==> config.mk <==
export PLATFORM = sky130hd
export DESIGN_NAME = incrementer_top_module
export DESIGN_NICKNAME = d
export VERILOG_FILES = /design/src/rtl/incrementer_pkg.sv /design/src/rtl/incrementer_core.sv /design/src/rtl/incrementer_top_module.sv
export SDC_FILE = /design/constraint.sdc
export NUM_CORES = 1
export LEC_CHECK = 0
export BUFFER_PORTS_ARGS = -buffer_cell sky130_fd_sc_hd__buf_2
export CORE_AREA = 2 2 39 41
export CTS_CLUSTER_SIZE = 16
export DETAILED_ROUTE_END_ITERATION = 8
export DIE_AREA = 0 0 41 43
export PLACE_DENSITY = 0.39
export SYNTH_ARGS = -nofsm -noshare
export SYNTH_HDL_FRONTEND = slang
export SYNTH_SLANG_ARGS = --single-unit
==> constraint.sdc <==
create_clock -name Clk -period 0.8 [get_ports Clk]
set_input_delay 0.16 -clock Clk [delete_from_list [all_inputs] [get_ports Clk]]
set_output_delay 0.16 -clock Clk [all_outputs]
set_load 0.01 [all_outputs]
==> src/rtl/incrementer_pkg.sv <==
// Shared constants for the ALSU incrementer slice: datapath width and operand-select encodings.
package incrementer_pkg;

  localparam int unsigned INC_WIDTH = 4;

  localparam logic SEL_A = 1'b0;
  localparam logic SEL_B = 1'b1;

endpackage : incrementer_pkg

==> src/rtl/incrementer_core.sv <==
// Pure combinational +1: a ripple chain of half adders whose carry-in is tied to 1.
module incrementer_core #(
  parameter int unsigned WIDTH = 4
) (
  input  logic [WIDTH-1:0] In,
  output logic [WIDTH-1:0] Sum,
  output logic             Cout
);

  logic carry;

  always_comb begin
    Sum   = '0;
    carry = 1'b1;
    for (int unsigned i = 0; i < WIDTH; i++) begin
      Sum[i] = In[i] ^ carry;
      carry  = In[i] & carry;
    end
    Cout = carry;
  end

endmodule : incrementer_core

==> src/rtl/incrementer_top_module.sv <==
// Operand-select incrementer: registers (Sel ? B : A) + 1 and its carry-out, async active-high reset.
module incrementer_top_module
  import incrementer_pkg::*;
#(
  parameter int unsigned WIDTH = INC_WIDTH
) (
  input  logic             Clk,
  input  logic             Rst,
  input  logic [WIDTH-1:0] A,
  input  logic [WIDTH-1:0] B,
  input  logic             Sel,
  output logic [WIDTH-1:0] Out,
  output logic             Carry_Out_Inc
);

  logic [WIDTH-1:0] op;
  logic [WIDTH-1:0] sum;
  logic             cout;

  always_comb begin
    op = (Sel == SEL_B) ? B : A;
  end

  incrementer_core #(
    .WIDTH (WIDTH)
  ) u_core (
    .In   (op),
    .Sum  (sum),
    .Cout (cout)
  );

  always_ff @(posedge Clk or posedge Rst) begin
    if (Rst) begin
      Out           <= '0;
      Carry_Out_Inc <= 1'b0;
    end else begin
      Out           <= sum;
      Carry_Out_Inc <= cout;
    end
  end

endmodule : incrementer_top_module

==> metrics.md <==
| Metric | Value |
|---|---|
| Final hold violation count | 0 |
| Part of the cycle the worst path needs | 1.195 |
| Drc violations | 0 |
| Total standard cell area after synthesis | 221.5 µm² |
| Time the final worst path needs with I/O delays and setup | 0.9562 ns |
| Critical path capture point type | register |
| Power density of the placed cells | 1741 nW/µm² |
| Max-slew violation count | 0 |
| Die W | 41 µm |
| Largest net degree at the start of global routing | 6 |
| Crit start category | input port |
| P_leak | 0.2122 nW |
| Final setup margin | -0.1562 ns |
| Clock Pin Slew Worst Setup and Hold Paths | 0.04 ns |
| Distinct cells, synth | 5 |
| Number of instances in the synthesized netlist | 14 |
| Flop and latch count out of synthesis | 5 |
| Worst VDD drop | 0.3449 mV |
| Most common cell after layout, fill and taps aside | sky130_fd_sc_hd__buf_2 |
| Total number of vias | 197 |
| Die Ht | 43 µm |
| Relative max-transition margin | 0.8781 |
| Violation count after the first detailed-route iteration | 0 |
| Diode insertion count for antenna repair | 0 |
| Most frequent cells in the layout | 14 x sky130_fd_sc_hd__buf_2, 5 x sky130_fd_sc_hd__dfrtp_1, 3 x sky130_fd_sc_hd__ha_4, 3 x sky130_fd_sc_hd__clkbuf_4 |
| HP Start | A[0] |
| Global placer's final weighted congestion | 0.6402 |
| Number of antenna violations at the first check in global routing | 0 |
| Layout Cells excl Fill | 52 |
| Wire length of the first global-routing pass | 676 µm |
| Final setup vio count | 8 |
| Slew at the pin with the worst max-slew slack | 0.1826 ns |
| Reported max-cap violation count | 0 |
| Max FO, Critical Path | 5 |
| Fraction of the yosys area taken by sequential cells | 0.5650 |
| Sum of overflow across all layers after global routing | 0 |
| Count of cells along the worst hold path | 2 |
| Endpoint required time on the critical path | 0.93 ns |
| Failing checks | negative setup slack |
| Net total in the final layout | 51 |
| Total length of routed wires | 461 µm |
| Area growth from synthesis to layout | 90.96% |
| Input/output buffers | 15 |
| Post-synth net total | 28 |
| Routed wirelength normalized by instance count | 8.865 µm |
| TritonCTS clock tree | built |
| Fraction of layout cells with a size suffix above 1 | 0.7500 |
| Row count | 14 |
| Arrival time at the worst endpoint | 1.09 ns |
| All-layer global routing usage | 0.06633 |
| Pre-CTS setup slack | -0.5041 ns |
| Outcome | finished, violations left |
| # IOs | 16 |
| Die area | 1763 µm² |
| Max Clk Rate | 1046 MHz |
| CTS H-tree depth | 1 |
| Routed Antenna Nets | 0 |
| Count of clock tree sinks | 5 |
| Path type of the worst setup path | in -> reg |
| Initial Utilization | 0.1600 |
| Vias in the first global route | 191 |
| Buffer levels on the longest clock path | 2 |
| Setup repair after global routing missed its margin | yes |
| WHS Endpoint | Out[0] |
| Class of the tightest hold or removal check | in -> reg |
| Cell at the root of the clock tree | sky130_fd_sc_hd__clkbuf_4 |
| Fill cells | 146 |
| Count of TritonRoute iterations in the first routing pass | 1 |
| Sum of negative setup slack | -0.6543 ns |
| Post-Syn Area per Cell | 15.82 µm² |
| Number of warnings printed during yosys synthesis | 0 |
| CTS buffer count | 3 |
| Post-placement cell count | 47 |
| HPWL after detailed placement | 398.5 µm |
| Area of the core region | 1384 µm² |
| Vias per cell | 3.788 |
what timing repair did:
item	CTS	global route
endpoints found under the setup margin	8	8
gates resized for setup	3	0
cloned	0	0
pin swaps	3	0
hold endpoints to repair	5	0
hold buffers	1	0
setup buffers	0	0
report_power, final:
group / leakage (nW) / internal [mW] / switching (mW) / total (mW)
Combinational: 0.137 / 0.0926 / 0.0677 / 0.160
Clock: 0.0150 / 0.188 / 0.101 / 0.289
Sequential: 0.0603 / 0.281 / 0.00524 / 0.287
Total: 0.212 / 0.562 / 0.174 / 0.736
kinds of logic (layout without fill, tap and decap cells):
logic type	Yosys count	count (layout)	synth area share
mux	5	5	0.2486
flops	5	5	0.5650
fa+ha+maj	3	3	0.1695
buf+inv	1	23	0.01693
worst max-delay path by stage:
stage	slack (ns)	end	from	depth (start not counted)
after global placement	-0.49	Out[3]	Sel	5
final	-0.16	Out[3]	Sel	5
after detailed placement	-0.50	Out[3]	Sel	5
after CTS	-0.15	Out[3]	Sel	5
after global routing	-0.17	Out[3]	Sel	5
after floorplan	-0.31	Out[3]	Sel	4
cell type report:
cell class	count	area, µm²	share of cell area
multi-input cells	8	137.6	0.3254
repair buffers	18	110.1	0.2604
inverters	1	3.754	0.008876
flip-flops and latches	5	125.1	0.2959
clock buffers	4	26.28	0.06213
well taps	16	20.02	0.04734
registers in the layout, indices dropped and copies added (netlist names):
| signal | cells |
|---|---|
| Carry_Out_Inc | 1 |
| Out | 4 |
cell usage after synthesis, drive strengths merged:
cell type  n  share of area
mux2i      1          0.045
dfrtp      5           0.56
mux2       4           0.20
ha         3           0.17
inv        1          0.017
per-layer routing:
metal | GRT usage | up-vias | wire length [µm]
li1 | - | 92 | -
met1 | 0.03871 | 92 | 117
met2 | 0.1031 | 9 | 258
met3 | 0.01571 | 4 | 50
met4 | 0.1200 | 0 | 34
met5 | 0 | - | 0
worst max-delay path: stages:
cell and delay [ns]:
sky130_fd_sc_hd__buf_8 0.11, sky130_fd_sc_hd__mux2_4 0.30, sky130_fd_sc_hd__ha_4 0.17, sky130_fd_sc_hd__ha_4 0.15
sky130_fd_sc_hd__ha_4 0.20
per-stage QoR:
stage | hold slack (ns) | power [mW] | utilization | instance area, µm²
5_1_grt | 0.1198 | 0.7752 | 0.3056 | 422.9
4_1_cts | 0.1133 | 0.7581 | 0.3056 | 422.9
2_1_floorplan | -0.06148 | 0.3705 | - | 266.5
3_3_place_gp | 0.05575 | 0.4406 | 0.2722 | 376.6
3_5_place_dp | 0.06164 | 0.4465 | 0.2722 | 376.6
6_report | 0.1161 | 0.7361 | 0.3056 | 422.9
Power figures use the tool's default switching activity.
